`config.mk`:
```
export PLATFORM = sky130hd
export DESIGN_NAME = fpu_issue_scoreboard
export DESIGN_NICKNAME = d
export VERILOG_FILES = /design/src/rtl/fpu_issue_scoreboard_pkg.sv /design/src/rtl/fpu_issue_scoreboard_hazard_cmp.sv /design/src/rtl/fpu_issue_scoreboard.sv
export SDC_FILE = /design/constraint.sdc
export NUM_CORES = 1
export LEC_CHECK = 0
export ABC_CLOCK_PERIOD_IN_PS = 2220
export BUFFER_PORTS_ARGS = -buffer_cell sky130_fd_sc_hd__buf_2
export CAP_MARGIN = 20
export CORE_ASPECT_RATIO = 0.5
export CORE_UTILIZATION = 30
export DETAILED_ROUTE_END_ITERATION = 10
export HOLD_SLACK_MARGIN = 0.03
export PLACE_DENSITY = 0.51
export SETUP_SLACK_MARGIN = 0.15
export SLEW_MARGIN = 10
export SYNTH_ARGS = -nofsm -noshare
export SYNTH_HDL_FRONTEND = slang
export SYNTH_SLANG_ARGS = --single-unit
```
`constraint.sdc`:
```
create_clock -name clk -period 2.22 [get_ports clk]
set_clock_uncertainty 0.1 [all_clocks]
set_input_delay 0.222 -clock clk [delete_from_list [all_inputs] [get_ports clk]]
set_output_delay 0.222 -clock clk [all_outputs]
set_load 0.005 [all_outputs]
```
`src/rtl/fpu_issue_scoreboard_pkg.sv`:
```
// Shared types and constants for the FPU issue scoreboard.
package fpu_issue_scoreboard_pkg;

  localparam int REG_AW_DEF = 5;

  localparam logic WP_PIPE = 1'b0;
  localparam logic WP_FPU  = 1'b1;

  typedef enum logic [1:0] {
    IDLE    = 2'd0,
    BUSY    = 2'd1,
    WB_PEND = 2'd2
  } sb_state_t;

endpackage

```
`src/rtl/fpu_issue_scoreboard_hazard_cmp.sv`:
```
// Address + register-file comparator against the pending FPU destination.
// Integer x0 as the pending destination never matches; float f0 does.
module fpu_hazard_cmp
  import fpu_issue_scoreboard_pkg::*;
#(
  parameter int REG_AW = REG_AW_DEF
) (
  input  logic [REG_AW-1:0] addr,
  input  logic              addr_f,
  input  logic [REG_AW-1:0] pend_rd,
  input  logic              pend_f,
  output logic              match
);

  assign match = (addr == pend_rd) && (addr_f == pend_f) &&
                 (pend_f || (pend_rd != '0));

endmodule

```
`src/rtl/fpu_issue_scoreboard.sv`:
```
// Single-entry FPU scoreboard: decode hazard stalls and arbitration of the
// shared register-file write port between pipeline writeback and FPU results.
module fpu_issue_scoreboard
  import fpu_issue_scoreboard_pkg::*;
#(
  parameter int REG_AW      = REG_AW_DEF,
  parameter int WB_PEND_MAX = 7
) (
  input  logic              clk,
  input  logic              rst,
  input  logic              id_valid,
  input  logic              id_fpu_op,
  input  logic [REG_AW-1:0] id_rs1,
  input  logic [REG_AW-1:0] id_rs2,
  input  logic              id_rs1_f,
  input  logic              id_rs2_f,
  input  logic [REG_AW-1:0] id_rd,
  input  logic              id_rd_f,
  input  logic              id_wr,
  input  logic              wb_we,
  input  logic              wb_wef,
  input  logic [REG_AW-1:0] wb_wa,
  input  logic              fpu_done,
  output logic              stall,
  output logic              fpu_start,
  output logic              fpu_ack,
  output logic              wp_sel,
  output logic              wp_we,
  output logic              wp_wef,
  output logic [REG_AW-1:0] wp_wa,
  output logic              proto_err
);

  localparam int CNT_W = $clog2(WB_PEND_MAX + 1);
  localparam logic [CNT_W-1:0] CNT_MAX = CNT_W'(WB_PEND_MAX);

  sb_state_t         state, state_nxt;
  logic [REG_AW-1:0] pend_rd;
  logic              pend_f;
  logic [CNT_W-1:0]  pend_cnt, pend_cnt_nxt;
  logic              match_rs1, match_rs2, match_rd;
  logic              hazard, stall_int, launch, commit, err_set, wb_busy;

  fpu_hazard_cmp #(.REG_AW(REG_AW)) u_cmp_rs1 (
    .addr(id_rs1), .addr_f(id_rs1_f), .pend_rd(pend_rd), .pend_f(pend_f), .match(match_rs1)
  );
  fpu_hazard_cmp #(.REG_AW(REG_AW)) u_cmp_rs2 (
    .addr(id_rs2), .addr_f(id_rs2_f), .pend_rd(pend_rd), .pend_f(pend_f), .match(match_rs2)
  );
  fpu_hazard_cmp #(.REG_AW(REG_AW)) u_cmp_rd (
    .addr(id_rd), .addr_f(id_rd_f), .pend_rd(pend_rd), .pend_f(pend_f), .match(match_rd)
  );

  assign wb_busy   = wb_we | wb_wef;
  assign hazard    = match_rs1 | match_rs2 | (id_wr & match_rd) | id_fpu_op |
                     (state == WB_PEND);
  assign stall_int = id_valid & (state != IDLE) & hazard;
  assign launch    = id_valid & id_fpu_op & ~stall_int & (state == IDLE);

  always_comb begin
    state_nxt    = state;
    pend_cnt_nxt = pend_cnt;
    commit       = 1'b0;
    err_set      = 1'b0;
    case (state)
      IDLE: begin
        if (launch) state_nxt = BUSY;
        if (fpu_done) err_set = 1'b1;
      end
      BUSY: begin
        if (fpu_done) begin
          if (wb_busy) begin
            state_nxt    = WB_PEND;
            pend_cnt_nxt = '0;
          end else begin
            commit    = 1'b1;
            state_nxt = IDLE;
          end
        end
      end
      WB_PEND: begin
        if (!wb_busy) begin
          commit    = 1'b1;
          state_nxt = IDLE;
        end else begin
          pend_cnt_nxt = (pend_cnt == CNT_MAX) ? pend_cnt : pend_cnt + 1'b1;
          if (pend_cnt_nxt == CNT_MAX) err_set = 1'b1;
        end
      end
      default: state_nxt = IDLE;
    endcase
  end

  always_ff @(posedge clk or posedge rst) begin
    if (rst) begin
      state     <= IDLE;
      pend_rd   <= '0;
      pend_f    <= 1'b0;
      pend_cnt  <= '0;
      proto_err <= 1'b0;
    end else begin
      state    <= state_nxt;
      pend_cnt <= pend_cnt_nxt;
      if (err_set) proto_err <= 1'b1;
      // A non-writing op parks on integer x0 so it can never match.
      if (launch) begin
        pend_rd <= id_wr ? id_rd : '0;
        pend_f  <= id_wr ? id_rd_f : 1'b0;
      end
    end
  end

  // Outputs are forced low while reset is held.
  always_comb begin
    stall     = stall_int & ~rst;
    fpu_start = launch & ~rst;
    fpu_ack   = commit & ~rst;
    wp_sel    = WP_PIPE;
    wp_we     = wb_we & ~rst;
    wp_wef    = wb_wef & ~rst;
    wp_wa     = rst ? '0 : wb_wa;
    if (commit && !rst) begin
      wp_sel = WP_FPU;
      wp_we  = ~pend_f & (pend_rd != '0);
      wp_wef = pend_f;
      wp_wa  = pend_rd;
    end
  end

endmodule

```
==> results of run 1 <==
[flip-flops by register name (all words and copies together) (netlist names)]
register / cells
pend_cnt: 3
proto_err: 1
state: 2
pend_rd: 5
pend_f: 1
[cells in the final DEF, fill, tap and decap left out, types with 2 or more instances in the layout]
cell      instances
buf_2            41
nand2_1          22
buf_4            13
xor2_1           11
o21ai_0           9
dfrtp_1           8
xnor2_1           7
nor2_1            6
inv_1             5
nand2_2           5
nand3_1           4
o21ai_1           4
clkbuf_8          4
buf_6             4
dfrtp_2           4
inv_2             2
mux2i_1           2
a21oi_1           2
ha_1              2
ha_4              2
[worst min path at each step]
| stage | startpoint | endpoint | slack [ns] | cells past startpoint |
|---|---|---|---|---|
| after floorplan | rst | pend_cnt[0]$_DFFE_PP0P_ | -0.03 | 1 |
| after detailed placement | rst | state[0]$_DFFE_PP0P_ | 0.15 | 2 |
| final | id_rd[0] | pend_rd[0]$_DFFE_PP0P_ | 0.15 | 3 |
| after CTS | id_rd[2] | pend_rd[2]$_DFFE_PP0P_ | 0.14 | 3 |
| after global placement | rst | state[0]$_DFFE_PP0P_ | 0.15 | 2 |
| after global routing | id_rd[4] | pend_rd[4]$_DFFE_PP0P_ | 0.15 | 3 |
[stage by stage]
step                      hold slack, ns  utilization (%)  total power, W  setup TNS [ns]  setup slack [ns]
final                              0.148             48.7         0.00147         -0.0126           -0.0126
after global routing               0.151             48.7         0.00159         -0.0793           -0.0793
after CTS                          0.140             45.1         0.00136               0           0.00837
after detailed placement           0.151             39.7        0.000984               0             0.159
after global placement             0.152             39.7        0.000975               0             0.187
after floorplan                  -0.0273                -        0.000911               0             0.361
[layout make-up]
type	count	area, µm²
timing repair buffer	60	370
tap	40	50.0
inverter	8	30.0
fill	331	1600
sequential	12	305
clock buffer	4	55.1
multi-input combinational	96	708
[routing by layer]
| layer | vias up | routed length (µm) | GRT usage [%] |
|---|---|---|---|
| met1 | 466 | 1340 | 21.4 |
| met2 | 28 | 1230 | 25.5 |
| li1 | 534 | - | - |
| met5 | - | 0 | 0 |
| met4 | 0 | 0 | 3.05 |
| met3 | 0 | 183 | 4.47 |
[where the power goes]
part	internal (W)	total (W)	switching, W
Combinational	0.000422	0.000816	0.000394
Clock	0.000156	0.000237	0.0000807
Sequential	0.000304	0.000420	0.000116
[worst max-delay path: stages (launching register included)]
cell	delay [ns]
dfrtp_2	0.45
or4_4	0.56
nor3_2	0.15
a31oi_2	0.07
o311a_1	0.31
buf_2	0.13
[timing repair]
item,4_1_cts,5_1_grt
hold buffers,2,0
pin swaps,2,9
endpoints found under the hold margin,8,0
buffers inserted,8,2
gates resized for setup,10,29
setup endpoints to repair,8,10
cloned,1,0
[logic make-up (layout without fill, tap and decap cells)]
| family | count (synthesis) | in the layout | synth area share (%) |
|---|---|---|---|
| and+or+nand+nor | 45 | 45 | 21.2 |
| DFF | 12 | 12 | 29.4 |
| AOI/OAI and AO/OA | 26 | 26 | 15.3 |
| buffers and inverters | 18 | 72 | 10.9 |
| muxes | 2 | 2 | 1.96 |
| adders and majority gates | 4 | 4 | 4.90 |
| xor gates and xnor gates | 19 | 19 | 16.3 |
==> metrics.md, run 1 <==
| Metric | Value |
|---|---|
| Clock H-tree levels | 1 |
| Routed len/inst | between 10 and 15 µm |
| First-pass GRT wire length | 4450 µm |
| EDFF count, synth | 0 |
| ANT cells | 0 |
| Fin area | 0.00152 mm² |
| Dpl hpwl | around 2000 µm |
| CP endpoint | stall |
| Leak | 0.731 nW |
| Dpl cell area | between 0.001 and 0.0015 mm² |
| Initial antenna violation count | 0 |
| Minimum clock period after layout | 2.23 ns |
| Layout area overhead | 48.8% |
| Worst slew pin tran | approximately 0.50 ns |
| Worst reg2reg startpoint | state[0]$_DFFE_PP0P_ |
| Top post-synthesis cells by area | dfrtp_1, nand2_1, xor2_1 |
| P per Cell Area | 970 mW/mm² |
| CTS root buf | clkbuf_8 |
| Number of global-route vias before repair | a little under 1,000 |
| Reg-to-reg slack, setup | about 0.53 ns |
| Crit Path Category | register to primary output |
| Global route overflow | 0 |
| Die Y | around 43 µm |
| Post-synthesis sequential area ratio | 29.4% |
| Post-Route WL | 2750 µm |
| R2R Path End | pend_cnt[1]$_DFFE_PP0P_ |
| Peak VDD IR | between 0.3 and 0.4 mV |
| Number of remaining DRC errors | 8 |
| CTS tree | built |
| Number of port buffers | 42 |
| Clock transition at path regs | 0.06 ns |
| Top FF cell, synth | dfrtp_1 |
| Fmax | between 400 and 500 MHz |
| RSZ-0062 raised after global routing | true |
| Startpoint Class | register |
| Detailed Routing Iterations Pass 1 | 7 |
| CTS Buf Count | 3 |
| Mapped Avg Cell Area | 8.10 µm² |
| Final Cycle Share | 101% |
| Synthesized net count | 161 |
| Vias/cell | between 4 and 5 |
| Initial Util | roughly 33% |
| Path category of the worst min-delay check | input pin to register |
| Layout cells sized above 1 | 47.8% |
| Placed insts | 203 |
| Ys async rst share | between 90% and 100% |
| DIE AREA | around 0.0037 mm² |
| Crit path capture type | primary output |
| Clk buf depth | 2 |
| Worst setup path start | pend_rd[2]$_DFFE_PP0P_ |
| Drt initial violations | 74 |
| Nets | roughly 220 |
| Clk_lat worst skew | between 0.2 and 0.25 ns |
| Final Hold Viols | 0 |
| Core region area | between 0.003 and 0.004 mm² |
| Largest area contributor in the netlist | dfrtp_1 |
| Rel. slew slack | 66.8% |
| Run status | finished, violations left |
| GPL Wtd Cong | roughly 0.74 |
| Yosys cell types | 30 |
| Setup WS post-layout | -0.0126 ns |
| Top cells by count, synth | nand2_1, o21ai_0, dfrtp_1, xor2_1, xnor2_1 |
| Slew Viols, Final | 0 |
| Syn Inst Count | ~130 |
| Worst path arrival time | around 1.9 ns |
| Failing checks | DRC, setup timing |
| Worst-path maximum fanout | 5 |
| Top-count cell post-synth | nand2_1 |
| I/O Pins | 43 |
| Tot GR Track Use | between 10% and 20% |
| Post-route ant nets | 0 |
| Syn. warnings | 0 |
| Max-cap viol count | 0 |
| Share of the synthesized area in the top cell type | between 20 and 30% |
| Layout Cells excl Fill | 220 |
| Clk sinks | 12 |
| Final setup fails | 1 |
| Critical Path RT | around 1.9 ns |
| Die W | ~85 µm |
| Largest net degree at the start of global routing | 14 |
| Vias | 1,028 |
| Rows | 14 |
| Yosys reg bits | 12 |
| Worst Reg-to-Reg Cells | 8 |
| Post-Syn Area | between 0.001 and 0.0015 mm² |
Note: power is estimated with default switching activity, not from simulation.
==> run 2: changes to the inputs <==
--- a/config.mk
+++ b/config.mk
@@ -8,11 +8,10 @@
 export ABC_CLOCK_PERIOD_IN_PS = 2220
 export BUFFER_PORTS_ARGS = -buffer_cell sky130_fd_sc_hd__buf_2
 export CAP_MARGIN = 20
-export CORE_ASPECT_RATIO = 0.5
-export CORE_UTILIZATION = 30
+export CORE_UTILIZATION = 47
 export DETAILED_ROUTE_END_ITERATION = 10
 export HOLD_SLACK_MARGIN = 0.03
-export PLACE_DENSITY = 0.51
+export PLACE_DENSITY = 0.76
 export SETUP_SLACK_MARGIN = 0.15
 export SLEW_MARGIN = 10
 export SYNTH_ARGS = -nofsm -noshare
==> run 2 against run 1 <==
- the run ends with setup timing left
- non-clock buffer count shrank 2
- routed wire length shrank 2.9%
- via count grew 4.0%
- sequential share of layout area grew 1.5 points
- cell count shrank 6.8%
==> metrics.md, run 2 (same netlist as run 1, synthesis figures left out) <==
| Metric | Value |
|---|---|
| Core region area | 0.00200 mm² (-36%) |
| Crit-path max cell delay | 0.55 ns (about the same) |
| ANT cells | 0 (unchanged) |
| Layout area overhead | 38.8% |
| Die Y | 48.6 µm (+12%) |
| Final Cycle Share | 101% (+0.12 points) |
| Vias | 1,069 (+4.0%) |
| Failing checks | setup timing |
| Clock H-tree levels | 1 (unchanged) |
| Path category of the worst min-delay check | input pin to register |
| Critical Path RT | 1.90 ns (about the same) |
| Crit-path leading delay family | simple AND/OR/NAND/NOR gates |
| GPL Wtd Cong | 0.831 (+12%) |
| Fin area | 0.00142 mm² (-6.7%) |
| Dpl cell area | 0.00121 mm² (-2.5%) |
| Run status | finished, violations left |
| Largest net degree at the start of global routing | 14 (unchanged) |
| Slew Viols, Final | 0 (unchanged) |
| Post-route ant nets | 0 (unchanged) |
| Worst path cell trace | or4_4 -> nor3_4 -> a31oi_2 -> o311a_1 -> buf_2 |
| Commonest non-fill, non-tap cell in the layout | buf_2 |
| Final hold slack | 0.113 ns (-0.0348 ns) |
| Die W | 48.6 µm (-42%) |
| CTS Buf Count | 3 (unchanged) |
| I/O Pins | 43 (unchanged) |
| Worst slew pin tran | 0.548 ns (+0.0499 ns) |
| Top flop regs | pend_rd: 5 flops, pend_cnt: 3 flops, state: 2 flops |
| Number of remaining DRC errors | 0 (-8) |
| Global route overflow | 0 (unchanged) |
| Fmax | 447 MHz (-0.12%) |
| Leak | 0.687 nW (-6.1%) |
| Initial antenna violation count | 0 (unchanged) |
| Vias/cell | 5.21 (+12%) |
| Biggest register | pend_rd |
| Final setup fails | 1 (unchanged) |
| Number of port buffers | 42 (unchanged) |
| CTS root buf | clkbuf_4 |
| Clk_lat worst skew | 0.27 ns (+0.03 ns) |
| First-pass GRT wire length | 4230 µm (-5.0%) |
| P per Cell Area | 993 mW/mm² (+2.4%) |
| Crit Path Category | register to primary output |
| Clk buf depth | 2 (unchanged) |
| Commonest cells after routing, fill and taps aside | buf_2, nand2_1, buf_4, xor2_1, o21ai_0 |
| DIE AREA | 0.00236 mm² (-35%) |
| Rel. slew slack | 63.5% (-3.3 points) |
| Worst path arrival time | 1.91 ns (about the same) |
| RSZ-0062 raised after global routing | true |
| Initial Util | 51.0% (+18 points) |
| Minimum clock period after layout | 2.24 ns (+0.00270 ns) |
| Max-cap viol count | 0 (unchanged) |
| Nets | 214 (-0.93%) |
| Detailed Routing Iterations Pass 1 | 4 (-3) |
| Clock transition at path regs | 0.08 ns (+0.02 ns) |
| Post-Route WL | 2670 µm (-2.9%) |
| Dpl hpwl | 1830 µm (-8.7%) |
| Peak VDD IR | 0.637 mV (+93%) |
| Setup WS post-layout | -0.0153 ns (-0.00270 ns) |
| Routed len/inst | 13.0 µm (+4.2%) |
| Max reg flops | 5 (unchanged) |
| Rows | 16 (+2) |
| Worst-path maximum fanout | 5 (unchanged) |
| Final Hold Viols | 0 (unchanged) |
| Number of global-route vias before repair | 968 (+0.10%) |
| Slowest cell on the critical path | or4_4 |
| Crit path capture type | primary output |
| Drt initial violations | 13 (-82%) |
| Tot GR Track Use | 22.9% (+7.0 points) |
| Layout cells sized above 1 | 44.9% (-2.8 points) |
| Clk sinks | 12 (unchanged) |
| WP buf/inv | 1 (unchanged) |
| CTS tree | built |
| Startpoint Class | register |
-- run 2: area by class of cell --
| cell class | count | area [µm²] |
|---|---|---|
| well taps | 27 | 33.8 |
| clock buffers | 4 | 36.3 |
| flip-flops and latches | 12 | 307 |
| multi-input cells | 96 | 681 |
| inverters | 8 | 30.0 |
| repair buffers | 58 | 330 |
| fillers | 170 | 584 |
-- run 2: timing repair --
action / in CTS / in global routing
endpoints found under the setup margin: 10 / 10
pin swaps: 6 / 2
endpoints found under the hold margin: 12 / 0
hold buffers: 1 / 0
gates resized for setup: 22 / 4
cloned: 1 / 0
buffers inserted: 9 / 2
-- run 2: report_power, final --
part | switching [W] | internal [W] | total, W | leakage (nW)
logic | 0.000385 | 0.000417 | 0.000801 | 0.519
clock network | 0.0000781 | 0.0000996 | 0.000178 | 0.0210
registers | 0.000124 | 0.000305 | 0.000429 | 0.147
-- run 2: per-layer routing --
metal	wire (µm)	share of wire [%]	vias to the layer above	track usage [%]
met5	0	0	-	0
met2	1350	50	37	39.6
met4	59	2.2	0	6.86
met1	1130	42	496	29.1
met3	131	4.9	6	3.46
li1	-	-	530	-
-- run 2: worst reg2reg max path, delay by kind of cell (launching register included) --
family                   cells  cell delay [ns]
adder cells (fa/ha/maj)      1             0.16
flip-flops                   1             0.40
AND/OR/NAND/NOR              1             0.16
buffers and inverters        4             0.50
AO/OA/AOI/OAI                2             0.33
multiplexers                 1             0.11
-- run 2: worst paths after layout --
| path | startpoint | to | slack [ns] | cells past startpoint |
|---|---|---|---|---|
| hold / removal | id_rd[1] | pend_rd[1]$_DFFE_PP0P_ | 0.11 | 3 |
| setup reg to reg | state[0]$_DFFE_PP0P_ | pend_cnt[1]$_DFFE_PP0P_ | 0.35 | 9 |
| setup / recovery | pend_rd[2]$_DFFE_PP0P_ | stall | -0.02 | 5 |
| hold reg to reg | proto_err$_DFFE_PP0P_ | proto_err$_DFFE_PP0P_ | 0.39 | 2 |
| min in group asynchronous | rst | state[0]$_DFFE_PP0P_ | 0.35 | 3 |
| max in group asynchronous | rst | pend_rd[4]$_DFFE_PP0P_ | 1.26 | 4 |
-- run 2: per-stage QoR --
stage	util [%]	setup TNS [ns]	instances	total power (W)	setup slack, ns
after global placement	60.3	0	188	0.000945	0.169
final	70.8	-0.0153	205	0.00141	-0.0153
after CTS	68.8	-0.00236	203	0.00132	-0.00236
after detailed placement	60.3	0	188	0.000964	0.181
after floorplan	-	0	126	0.000911	0.361
after global routing	70.8	-0.0848	205	0.00152	-0.0848
